[src/rtl/ascii_number_encoder.sv]
// Converts a 32-bit unsigned value to decimal ASCII digits, most significant first.
// Uses a 32-cycle shift-and-add-3 conversion, then streams the digits over a valid/ready handshake.
module ascii_number_encoder (
    input  logic        clock,
    input  logic        reset,
    input  logic [31:0] in_value,
    input  logic        in_valid,
    output logic        in_ready,
    output logic [11:0] out_ascii,
    output logic        out_valid,
    input  logic        out_ready,
    output logic        out_last,
    output logic        busy
);

    typedef enum logic [1:0] {
        IDLE    = 2'd0,
        CONVERT = 2'd1,
        EMIT    = 2'd2
    } state_t;

    state_t      r_state;
    logic [31:0] r_shift;
    logic [39:0] r_bcd;
    logic [4:0]  r_step;
    logic [3:0]  r_idx;

    logic [39:0] w_bcd_adj;
    logic [39:0] w_bcd_step;
    logic [31:0] w_shift_step;
    logic [3:0]  w_lead_idx;
    logic [3:0]  w_next_idx;

    function automatic logic [3:0] digit_at(input logic [39:0] bcd, input logic [3:0] idx);
        digit_at = 4'd0;
        for (int d = 0; d < 10; d++) begin
            if (idx == 4'(d)) digit_at = bcd[d*4 +: 4];
        end
    endfunction

    function automatic logic [11:0] to_ascii(input logic [3:0] digit);
        return 12'd48 + {8'd0, digit};
    endfunction

    // One double-dabble step: correct every digit >= 5, then shift the next input bit in.
    always_comb begin
        w_bcd_adj = r_bcd;
        for (int d = 0; d < 10; d++) begin
            if (r_bcd[d*4 +: 4] >= 4'd5) w_bcd_adj[d*4 +: 4] = r_bcd[d*4 +: 4] + 4'd3;
        end
        w_bcd_step   = {w_bcd_adj[38:0], r_shift[31]};
        w_shift_step = {r_shift[30:0], 1'b0};
    end

    // Highest nonzero digit of the finished result; digit 0 when the value is zero.
    always_comb begin
        w_lead_idx = 4'd0;
        for (int d = 1; d < 10; d++) begin
            if (w_bcd_step[d*4 +: 4] != 4'd0) w_lead_idx = 4'(d);
        end
    end

    assign w_next_idx = r_idx - 4'd1;
    assign in_ready   = (r_state == IDLE);
    assign busy       = (r_state != IDLE);

    // NOTE: the BCD and shift registers are few enough to clear on reset, so an aborted
    // conversion leaves nothing behind.
    always_ff @(posedge clock or posedge reset) begin
        if (reset) begin
            r_state   <= IDLE;
            r_shift   <= 32'd0;
            r_bcd     <= 40'd0;
            r_step    <= 5'd0;
            r_idx     <= 4'd0;
            out_valid <= 1'b0;
            out_ascii <= 12'd0;
            out_last  <= 1'b0;
        end else begin
            case (r_state)
                IDLE: begin
                    if (in_valid) begin
                        r_shift <= in_value;
                        r_bcd   <= 40'd0;
                        r_step  <= 5'd0;
                        r_state <= CONVERT;
                    end
                end
                CONVERT: begin
                    r_shift <= w_shift_step;
                    r_bcd   <= w_bcd_step;
                    r_step  <= r_step + 5'd1;
                    if (r_step == 5'd31) begin
                        r_state   <= EMIT;
                        r_idx     <= w_lead_idx;
                        out_valid <= 1'b1;
                        out_ascii <= to_ascii(digit_at(w_bcd_step, w_lead_idx));
                        out_last  <= (w_lead_idx == 4'd0);
                    end
                end
                EMIT: begin
                    if (out_ready) begin
                        if (r_idx == 4'd0) begin
                            r_state   <= IDLE;
                            out_valid <= 1'b0;
                            out_ascii <= 12'd0;
                            out_last  <= 1'b0;
                        end else begin
                            r_idx     <= w_next_idx;
                            out_ascii <= to_ascii(digit_at(r_bcd, w_next_idx));
                            out_last  <= (w_next_idx == 4'd0);
                        end
                    end
                end
                default: r_state <= IDLE;
            endcase
        end
    end

endmodule

[config.mk]
export PLATFORM = sky130hd
export DESIGN_NAME = ascii_number_encoder
export DESIGN_NICKNAME = d
export VERILOG_FILES = /design/src/rtl/ascii_number_encoder.sv
export SDC_FILE = /design/constraint.sdc
export NUM_CORES = 1
export LEC_CHECK = 0
export ABC_AREA = 1
export BUFFER_PORTS_ARGS = -buffer_cell sky130_fd_sc_hd__buf_4
export CORE_ASPECT_RATIO = 1.75
export CORE_UTILIZATION = 60
export CTS_CLUSTER_DIAMETER = 60
export CTS_CLUSTER_SIZE = 10
export DETAILED_ROUTE_END_ITERATION = 10
export GPL_TIMING_DRIVEN = 1
export HOLD_SLACK_MARGIN = 0.05
export MAX_ROUTING_LAYER = met4
export PLACE_DENSITY = 0.83
export SETUP_SLACK_MARGIN = 0.2
export SYNTH_ARGS = -nofsm -noshare
export SYNTH_HDL_FRONTEND = slang
export SYNTH_SLANG_ARGS = --single-unit
[constraint.sdc]
create_clock -name clock -period 6.5 [get_ports clock]
set_input_delay 0.325 -clock clock [delete_from_list [all_inputs] [get_ports clock]]
set_output_delay 0.325 -clock clock [all_outputs]
set_load 0.01 [all_outputs]
==> results of run 1 <==
-- registers in the layout, summed over array words and instances (netlist names) --
register and count:
r_bcd 40, r_idx 4, r_shift 32, r_step 5
out_last 1, out_valid 1, out_ascii 5, r_state 2
-- layout by cell type (no fill, tap or decap), types with 10 or more instances in the layout --
cell / instances
o22ai_1: 41
nand3_1: 59
o21ai_0: 47
inv_2: 10
buf_4: 49
o221ai_1: 23
ha_1: 26
o211ai_1: 17
inv_1: 117
nand4_1: 19
nand2_2: 16
dfrtp_1: 90
nor2_1: 56
nand2_1: 136
-- through the flow --
stage	setup WS (ns)	hold slack [ns]	cell area (sq um)
after global routing	3.30	0.217	6680
final	3.53	0.213	6680
after global placement	3.74	0.368	6350
after floorplan	3.84	0.453	5960
after detailed placement	3.63	0.376	6350
after CTS	3.60	0.215	6680
-- critical path, stage by stage, from the launching register on --
cell and delay (ns):
dfrtp_1 0.40, inv_1 0.15, ha_1 0.20, nand2_1 0.08, nand2_1 0.07, nand2_2 0.08
o21ai_0 0.36, nand4_2 0.22, nor3_4 0.20, nand2_2 0.14, nand2_2 0.16, inv_1 0.11
nand4_1 0.11, nand4_1 0.14, nor2_1 0.14, nand4_1 0.15, nand2_1 0.11, a21oi_2 0.05
-- metal layers --
metal | vias to the layer above | global-route usage, %
li1 | 2648 | -
met1 | 2657 | 33.1
met2 | 193 | 59.0
met3 | 83 | 4.45
met4 | 0 | 23.5
met5 | - | -
-- cell type report --
cell class              instances  share of cell area [%]
clock buffers                  10                    3.43
clock inverters                 6                    1.42
inverters                     133                    7.55
multi-input cells             524                    46.0
flip-flops and latches         90                    33.7
well taps                     122                    2.28
repair buffers                 50                    5.66
-- Yosys cell counts (7+ instances only) --
cell type	instances
a21oi_1	8
buf_4	7
clkbuf_1	18
dfrtp_1	90
ha_1	26
inv_1	119
inv_2	9
nand2_1	137
nand2_2	15
nand3_1	59
nand4_1	19
nor2_1	56
o211ai_1	17
o21ai_0	47
o221ai_1	23
o22ai_1	41
xor2_1	8
-- power by group through the flow --
| stage | Sequential, mW | Clock [mW] | Combinational (mW) |
|---|---|---|---|
| finish | 1.04 | 0.579 | 2.18 |
| global route | 1.07 | 0.600 | 2.42 |
| CTS | 1.03 | 0.575 | 2.14 |
| detailed placement | 1.04 | 0 | 2.11 |
| global placement | 1.03 | 0 | 2.03 |
| floorplan | 0.993 | 0 | 1.61 |
-- kinds of logic after synthesis --
family | count (synthesis) | share of synthesized area, %
fa+ha+maj | 26 | 5.47
other cells | 1 | 0.0631
flops | 90 | 37.9
compound gates | 157 | 17.1
xor+xnor | 12 | 2.27
buf+inv | 163 | 10.8
simple gates | 323 | 26.4
-- how the worst max path moves through the flow --
stage / startpoint / endpoint / slack, ns / cells past startpoint
2_1_floorplan: reset / out_ascii[0] / 3.84 / 1
3_3_place_gp: r_bcd[28] / out_ascii[0] / 3.74 / 17
3_5_place_dp: r_bcd[28] / out_ascii[0] / 3.63 / 17
4_1_cts: r_bcd[28] / out_ascii[0] / 3.60 / 17
5_1_grt: r_bcd[28] / out_ascii[0] / 3.30 / 18
6_report: r_bcd[28] / out_ascii[0] / 3.53 / 17
==> metrics.cfg, run 1 <==
[global_route]
grt_pass1_wl_microns = 26100
gr-total-overflow = 0
grt_max_degree = 67
grt_antenna_before_repair = 0
grt_pass1_vias = 5627
grt_usage_pct = 33.4

[sta]
final_hold_viol_count = 0
rsz0062_at_grt = false
fmax_ghz = 0.337
setup_viol = 0
period_share_pct = 45.6
relSlewSlack_pct = 24.0
slew_violations = 0
worst_slew_pin_slew_ns = 1.14
min_period_ns = 2.97
skew_ns = 0.00823
finalSetupTns_ns = 0

[worst_setup_path]
r2r_end = out_ascii[0]
crit_required_ns = 6.74
critPathKind = reg2reg
reg2reg_from = r_bcd[28]
cp.arrival_ns = 3.21
r2r_cells = 17
endpoint_kind = flip-flop
startpoint_type = flip-flop
worstPathMaxFanout = 6
reg2reg_slack_ns = 3.53

[cts]
htree_levels = 3
post_cts_resized = 0
clock_sinks = 90
clk_pin_slew_ns = 0.07
cts_root_buf = clkbuf_16
clkLatencyLatePin_ns = 0.35
numCtsBuffers = 9
cts_tree = yes
cts_buffer_depth = 2
postCtsHoldBufs = 1
post-cts-setup-buffers = 0

[yosys]
synth_ff_type = dfrtp_1
yosysTopAreaCell = dfrtp_1
ys_seq_area_share_pct = 37.9
netlist_instances = 772
avgSynthCellArea_sq_um = 7.70
ys.warnings.count = 0
synth-async-reset-ratio_pct = 100
synth_edf_count = 0
synth.distinct_cells = 47
synth_top_area_share_pct = 37.9
ys_ff_latch = 90
syn_area_sq_um = 5940
synth_area_leaders = dfrtp_1 (38%), nand2_1 (8.7%), inv_1 (7.5%)

[floorplan]
die_w_microns = 77.2
die_h_microns = 134
rows = 47
die_area_sq_um = 10300
coreArea_sq_um = 9530
ioPinCount = 52
initial_core_util_pct = 62.4

[route]
routed.top_layer = met4
drc = 0
drtIter0Drc = 423
detail-route-antenna-nets = 0
wl_met2_microns = 8510
wl_microns = 15900
first_pass_iters = 5
wl_per_cell_microns = 17.0
wl_met3_microns = 683
vias = 5581
via_per_inst = 5.97
wl_met1_microns = 5640

[outcome]
outcome = finished, final reports clean

[finish]
n_antenna_cell = 0
drive_above_1_share_pct = 15.7
fin_util_pct = 70.1
ff_latch_area_sq_um = 2250
area_growth_pct = 12.4
multi_input_area_sq_um = 3070
fillers = 754
fin_cells = 935
fin_nets = 870

[power]
switching_share_pct = 49.9
sequentialPowerShare_pct = 27.4
power_density_nw_per_um2 = 568
internal-power_mw = 1.90
clkPwrFrac_pct = 15.2
power.static_leakage_nw = 3.29
switchingPower_mw = 1.90
finalPower_mw = 3.80
vdd_drop_max_mv = 0.442
pwr-share-comb_pct = 57.4

[min_path]
hold-path-cell-count = 3
whs_endpoint = r_shift[6]
min_from = in_value[6]
hp-class = in2reg

[placement]
hpwl_microns = 11600
gp_congestion = 1.01
io_buffers = 45
post-place-cells = 918

[run]
drv_cap = 0

Power figures use the tool's default switching activity.
==> inputs of run 2 (changes only) <==
--- a/config.mk
+++ b/config.mk
@@ -5,7 +5,7 @@
 export SDC_FILE = /design/constraint.sdc
 export NUM_CORES = 1
 export LEC_CHECK = 0
-export ABC_AREA = 1
+export ABC_AREA = 0
 export BUFFER_PORTS_ARGS = -buffer_cell sky130_fd_sc_hd__buf_4
 export CORE_ASPECT_RATIO = 1.75
 export CORE_UTILIZATION = 60
==> constraint.sdc (replaced) <==
create_clock -name clock -period 2.8 [get_ports clock]
set_input_delay 0.14 -clock clock [delete_from_list [all_inputs] [get_ports clock]]
set_output_delay 0.14 -clock clock [all_outputs]
set_load 0.01 [all_outputs]
==> metrics.cfg, run 2 <==
[worst_setup_path]
worstPathMaxFanout = 6  ; unchanged
cp_slowest_cell = a2111o_1  ; was dfrtp_1
crit_required_ns = 3.02  ; was 6.74 ns
critPathKind = reg2reg  ; unchanged
path_cells = inv_2 -> ha_2 -> nand2b_4 -> a21oi_4 -> mux2_4 -> and4_4 -> a2111o_1 -> nand3_4 -> buf_4 -> a211oi_2 -> o31ai_1 -> o2111ai_1  ; was inv_1 -> ha_1 -> nand2_1 -> nand2_1 -> nand2_2 -> o21ai_0 -> nand4_2 -> nor3_4 -> nand2_2 -> nand2_2 -> inv_1 -> nand4_1 -> nand4_1 -> nor2_1 -> nand4_1 -> nand2_1 -> a21oi_2
critPathMaxStageDelay_ns = 0.53  ; was 0.40 ns
cp.arrival_ns = 3.04  ; was 3.21 ns
endpoint_kind = flip-flop  ; unchanged
startpoint_type = flip-flop  ; unchanged

[yosys]
synth_top_area_share_pct = 35.3  ; was 37.9%
avgSynthCellArea_sq_um = 8.16  ; was 7.70 sq um
ys_ff_latch = 90  ; unchanged
netlist_instances = 781  ; was 772
synth_common_cells = nand2_1 (109), o21ai_0 (104), dfrtp_1 (90), a21oi_1 (73), clkbuf_1 (39)  ; was nand2_1 (137), inv_1 (119), dfrtp_1 (90), nand3_1 (59), nor2_1 (56)
ys.warnings.count = 0  ; unchanged
syn_area_sq_um = 6370  ; was 5940 sq um
yosysTopAreaCell = dfrtp_1  ; unchanged
synth_edf_count = 0  ; unchanged
ys_seq_area_share_pct = 35.3  ; was 37.9%
synth_area_leaders = dfrtp_1 (35%), o21ai_0 (8.2%), nand2_1 (6.4%)  ; was dfrtp_1 (38%), nand2_1 (8.7%), inv_1 (7.5%)
synth-async-reset-ratio_pct = 100  ; unchanged
synth.distinct_cells = 77  ; was 47
synth_ff_type = dfrtp_1  ; unchanged
synth.most_common_cell = nand2_1  ; unchanged

[global_route]
grt_pass1_wl_microns = 36000  ; was 26100 microns
gr-max-usage-layer = met2  ; unchanged
grt_usage_pct = 44.6  ; was 33.4%
grt_max_degree = 59  ; was 67
met3_usage_pct = 9.37  ; was 4.45%
gr-total-overflow = 0  ; unchanged
grt_pass1_vias = 7046  ; was 5627
grt_use_met2_pct = 73.3  ; was 59.0%
grt_antenna_before_repair = 0  ; unchanged
grt_use_met1_pct = 45.5  ; was 33.1%

[power]
clkPwrFrac_pct = 10.9  ; was 15.2%
switching_share_pct = 46.4  ; was 49.9%
internal-power_mw = 6.10  ; was 1.90 mW
power.static_leakage_nw = 3.89  ; was 3.29 nW
vdd_drop_max_mv = 0.905  ; was 0.442 mV
switchingPower_mw = 5.29  ; was 1.90 mW
pwr-share-comb_pct = 67.3  ; was 57.4%
power_density_nw_per_um2 = 1310  ; was 568 nW/um^2
sequentialPowerShare_pct = 21.8  ; was 27.4%
finalPower_mw = 11.4  ; was 3.80 mW

[min_path]
hp-class = in2reg  ; unchanged

[floorplan]
coreArea_sq_um = 10300  ; was 9530 sq um
rows = 49  ; was 47
initial_core_util_pct = 61.9  ; was 62.4%
die_area_sq_um = 11100  ; was 10300 sq um
ioPinCount = 52  ; unchanged
die_h_microns = 138  ; was 134 microns
die_w_microns = 79.9  ; was 77.2 microns

[route]
vias = 7012  ; was 5581
wl_per_cell_microns = 21.8  ; was 17.0 microns
drtIter0Drc = 616  ; was 423
wl_microns = 23400  ; was 15900 microns
via_per_inst = 6.54  ; was 5.97
detail-route-antenna-nets = 0  ; unchanged
first_pass_iters = 6  ; was 5
drc = 0  ; unchanged

[cts]
htree_levels = 3  ; unchanged
numCtsBuffers = 9  ; unchanged
clkLatencyLatePin_ns = 0.37  ; was 0.35 ns
cts_tree = yes  ; unchanged
cts_root_buf = clkbuf_16  ; unchanged
cts_buffer_depth = 2  ; unchanged
clock_sinks = 90  ; unchanged
clk_pin_slew_ns = 0.07  ; about the same

[sta]
setup_viol = 1  ; was 0
skew_ns = 0.0119  ; was 0.00823 ns
min_period_ns = 2.82  ; was 2.97 ns
postLayoutSetupSlackWorst_ns = -0.0218  ; was 3.53 ns
finalSetupTns_ns = -0.0218  ; was 0 ns
slew_violations = 0  ; unchanged
relSlewSlack_pct = 52.5  ; was 24.0%
final_hold_viol_count = 0  ; unchanged
rsz0062_at_grt = true  ; was false
fmax_ghz = 0.354  ; was 0.337 GHz
period_share_pct = 101  ; was 45.6%
worst_slew_pin_slew_ns = 0.711  ; was 1.14 ns

[finish]
fillers = 606  ; was 754
reg_top3 = r_bcd x40, r_shift x32  ; unchanged
ff_latch_area_sq_um = 2260  ; was 2250 sq um
area_growth_pct = 36.7  ; was 12.4%
n_antenna_cell = 0  ; unchanged
design_area_sq_um = 8720  ; was 6680 sq um
multi_input_area_sq_um = 4330  ; was 3070 sq um
final_common_cell = buf_4  ; was nand2_1
drive_above_1_share_pct = 34.6  ; was 15.7%
final_cell_mix = buf_4 (189), nand2_1 (108), o21ai_0 (96)  ; was nand2_1 (136), inv_1 (117), dfrtp_1 (90)
largest_reg_flops = 40  ; unchanged
fin_nets = 1002  ; was 870
regMostFlops = r_bcd  ; unchanged

[placement]
hpwl_microns = 15800  ; was 11600 microns
gp_congestion = 1.02  ; was 1.01
postPlaceCellArea_sq_um = 7500  ; was 6350 sq um
io_buffers = 45  ; unchanged

[outcome]
violations = negative setup slack
outcome = finished with violations  ; was finished, final reports clean

[run]
drv_cap = 0  ; unchanged

run 2: cell count changes after synthesis, moves of 25 or more:
cell / change
inv_1: -90
a21oi_1: +65
o21ai_0: +57
nand3_1: -43
o22ai_1: -40
nand2_1: -28
and3b_1: +26
nor2_1: -25
run 2: final timing paths:
| path | from | endpoint | slack [ns] | cells past startpoint |
|---|---|---|---|---|
| max in group asynchronous | reset | r_bcd[17] | 1.54 | 4 |
| max | r_bcd[13] | out_ascii[3] | -0.02 | 12 |
| max reg2reg | r_bcd[13] | out_ascii[3] | -0.02 | 12 |
| min | in_value[28] | r_shift[28] | 0.07 | 3 |
| min in group asynchronous | reset | r_shift[21] | 0.41 | 3 |
| min reg2reg | r_shift[20] | r_shift[20] | 0.48 | 2 |
run 2: power by group through the flow:
stage | Sequential, mW | Clock, mW | Combinational, mW
after global routing | 2.54 | 1.29 | 8.13
after detailed placement | 2.40 | 0 | 5.75
after floorplan | 2.21 | 0 | 3.46
final | 2.48 | 1.24 | 7.67
after global placement | 2.36 | 0 | 5.53
after CTS | 2.41 | 1.23 | 6.59
run 2: critical path: cells and delay by family (launching register included):
kind | cells | cell delay, ns
AOI/OAI and AO/OA | 5 | 1.11
and+or+nand+nor | 3 | 0.49
DFF | 1 | 0.39
muxes | 1 | 0.32
buffers and inverters | 2 | 0.22
adders and majority gates | 1 | 0.17
run 2: what timing repair did:
action / in CTS / in global routing
setup endpoints to repair: 8 / 8
resized for setup: 62 / 58
endpoints found under the hold margin: 34 / 0
pin swaps: 27 / 30
buffers inserted: 28 / 19
hold buffers: 2 / 0
run 2: area by class of cell:
| cell class | count | share of cell area, % |
|---|---|---|
| clock inverter | 7 | 0.833 |
| clock buffer | 9 | 2.58 |
| sequential | 90 | 25.9 |
| timing repair buffer | 200 | 17.9 |
| multi-input combinational | 610 | 49.7 |
| inverter | 29 | 1.29 |
| tap | 127 | 1.82 |
run 2: cells by family after synthesis:
family	Yosys count	share of synthesized area, %
AOI/OAI and AO/OA	272	26.0
other	1	0.0588
muxes	15	2.59
DFF	90	35.3
adders and majority gates	26	5.10
buffers and inverters	86	5.85
xor gates and xnor gates	8	1.10
and+or+nand+nor	283	23.9
run 2: metrics by stage:
step                      std cells  util [%]  worst slack [ns]  hold slack (ns)
after floorplan                 786         -             0.117            0.302
after CTS                      1053      80.6            0.0544           0.0774
after global placement         1007      72.9           -0.0985            0.231
after global routing           1072      84.6            -0.242           0.0966
after detailed placement       1007      72.9            -0.173            0.243
final                          1072      84.6           -0.0218           0.0663
run 2: per-layer routing:
metal	share of wire, %	up-vias
met2	51	387
met1	34	3360
li1	-	3120
met4	8.2	0
met5	0	-
met3	6.9	145
==> inputs of run 3 (changes only) <==
--- a/config.mk
+++ b/config.mk
@@ -16,6 +16,7 @@
 export HOLD_SLACK_MARGIN = 0.05
 export MAX_ROUTING_LAYER = met4
 export PLACE_DENSITY = 0.83
+export RECOVER_POWER = 50
 export SETUP_SLACK_MARGIN = 0.2
 export SYNTH_ARGS = -nofsm -noshare
 export SYNTH_HDL_FRONTEND = slang
==> metrics.cfg, run 3 (same netlist as run 2, synthesis figures left out) <==
[outcome]
outcome = finished with violations  ; unchanged
violations = max-capacitance violations, max-slew violations, negative setup slack  ; was negative setup slack

[sta]
fmax_ghz = 0.351  ; was 0.354 GHz
finalSetupTns_ns = -0.0929  ; was -0.0218 ns
worst_slew_pin_slew_ns = 1.66  ; was 0.711 ns
postLayoutSetupSlackWorst_ns = -0.0459  ; was -0.0218 ns
min_period_ns = 2.85  ; was 2.82 ns
rsz0062_at_grt = true  ; unchanged
slew_violations = 36  ; was 0
skew_ns = 0.0127  ; was 0.0119 ns
whs_ns = 0.0682  ; was 0.0663 ns
period_share_pct = 102  ; was 101%
setup_viol = 3  ; was 1
final_hold_viol_count = 0  ; unchanged
relSlewSlack_pct = -11.3  ; was 52.5%

[worst_setup_path]
r2r_cells = 12  ; unchanged
r2r_end = out_ascii[3]  ; unchanged
crit_required_ns = 3.02  ; about the same
cp.arrival_ns = 3.07  ; was 3.04 ns
critPathCapture = out_ascii[3]  ; unchanged
endpoint_kind = flip-flop  ; unchanged
critPathKind = reg2reg  ; unchanged
reg2reg_from = r_bcd[13]  ; unchanged
crit_start = r_bcd[13]  ; unchanged
reg2reg_slack_ns = -0.05  ; was -0.02 ns
worstPathMaxFanout = 6  ; unchanged
startpoint_type = flip-flop  ; unchanged

[floorplan]
ioPinCount = 52  ; unchanged
die_h_microns = 138  ; unchanged
initial_core_util_pct = 61.9  ; unchanged
die_w_microns = 79.9  ; unchanged
coreArea_sq_um = 10300  ; unchanged
rows = 49  ; unchanged
die_area_sq_um = 11100  ; unchanged

[global_route]
grt_pass1_wl_microns = 36000  ; unchanged
grt_usage_pct = 44.6  ; unchanged
grt_max_degree = 59  ; unchanged
grt_antenna_before_repair = 0  ; unchanged
gr-total-overflow = 0  ; unchanged
grt_pass1_vias = 7046  ; unchanged

[route]
wl_microns = 23400  ; about the same
via_per_inst = 6.56  ; was 6.54
vias = 7042  ; was 7012
wl_per_cell_microns = 21.8  ; about the same
drc = 0  ; unchanged
drtIter0Drc = 655  ; was 616
detail-route-antenna-nets = 0  ; unchanged
first_pass_iters = 5  ; was 6

[finish]
regMostFlops = r_bcd  ; unchanged
reg_top3 = r_bcd x40, r_shift x32  ; unchanged
area_growth_pct = 36.2  ; was 36.7%
ff_latch_area_sq_um = 2260  ; unchanged
fin_nets = 1002  ; unchanged
fin_cells = 1073  ; was 1072
largest_reg_flops = 40  ; unchanged
final_common_cell = buf_4  ; unchanged
final_cell_mix = buf_4 (178), nand2_1 (108), o21ai_0 (96)  ; was buf_4 (189), nand2_1 (108), o21ai_0 (96)
drive_above_1_share_pct = 33.8  ; was 34.6%
fillers = 612  ; was 606
fin_util_pct = 84.3  ; was 84.6%
multi_input_area_sq_um = 4330  ; unchanged
design_area_sq_um = 8680  ; was 8720 sq um

[power]
power_density_nw_per_um2 = 1310  ; about the same
finalPower_mw = 11.4  ; about the same
power.static_leakage_nw = 3.86  ; was 3.89 nW
vdd_drop_max_mv = 0.904  ; was 0.905 mV

[cts]
cts_buffer_depth = 2  ; unchanged
clkLatencyLatePin_ns = 0.36  ; was 0.37 ns
htree_levels = 3  ; unchanged
cts_tree = yes  ; unchanged
clock_sinks = 90  ; unchanged
cts_root_buf = clkbuf_16  ; unchanged
clk_pin_slew_ns = 0.07  ; about the same
numCtsBuffers = 9  ; unchanged

[placement]
postPlaceCellArea_sq_um = 7500  ; unchanged
pre_cts_ws_ns = -0.173  ; unchanged
post-place-cells = 1007  ; unchanged
hpwl_microns = 15800  ; unchanged
gp_congestion = 1.02  ; unchanged
io_buffers = 45  ; unchanged

[run]
drv_cap = 1  ; was 0

[min_path]
hp-class = in2reg  ; unchanged

[run 3: layout make-up]
cell class	count	area share, %
inverters	29	1.30
diodes	1	0.0288
flip-flops and latches	90	26.0
multi-input cells	610	49.9
well taps	127	1.83
clock inverters	7	0.836
clock buffers	9	2.59
repair buffers	200	17.5
[run 3: power by group]
group / leakage (nW) / internal (mW) / switching [mW] / total, mW
clock network: 0.142 / 0.628 / 0.614 / 1.24
registers: 1.13 / 1.84 / 0.644 / 2.48
logic: 2.58 / 3.61 / 4.04 / 7.65
total: 3.86 / 6.08 / 5.30 / 11.4
[run 3: worst min-delay path by stage]
stage	from	to	slack (ns)	cells after the start
CTS	in_value[28]	r_shift[28]	0.08	3
floorplan	in_value[0]	r_shift[0]	0.30	1
finish	in_value[28]	r_shift[28]	0.07	3
detailed placement	reset	r_shift[22]	0.24	2
global placement	reset	r_shift[21]	0.23	2
global route	in_value[29]	r_shift[29]	0.1	3
[run 3: layer usage]
metal | routed length (microns) | GRT usage (%) | vias to the layer above
met4 | 1940 | 32.4 | 0
met2 | 11900 | 73.3 | 408
met3 | 1610 | 9.37 | 140
li1 | - | - | 3116
met5 | 0 | - | -
met1 | 8020 | 45.5 | 3378
[run 3: what timing repair did]
action,in CTS,in global routing
endpoints found under the setup margin,8,8
hold buffers,2,0
setup buffers,28,19
hold endpoints to repair,34,0
resized for setup,62,58
pin swaps,27,30
[run 3: critical path: stages (launching register included)]
cell	delay, ns
dfrtp_1	0.40
inv_2	0.08
ha_2	0.18
nand2b_4	0.15
a21oi_4	0.16
mux2_4	0.32
and4_4	0.15
a2111o_1	0.53
nand3_4	0.19
buf_4	0.13
a211oi_2	0.03
o31ai_1	0.24
o2111ai_1	0.14
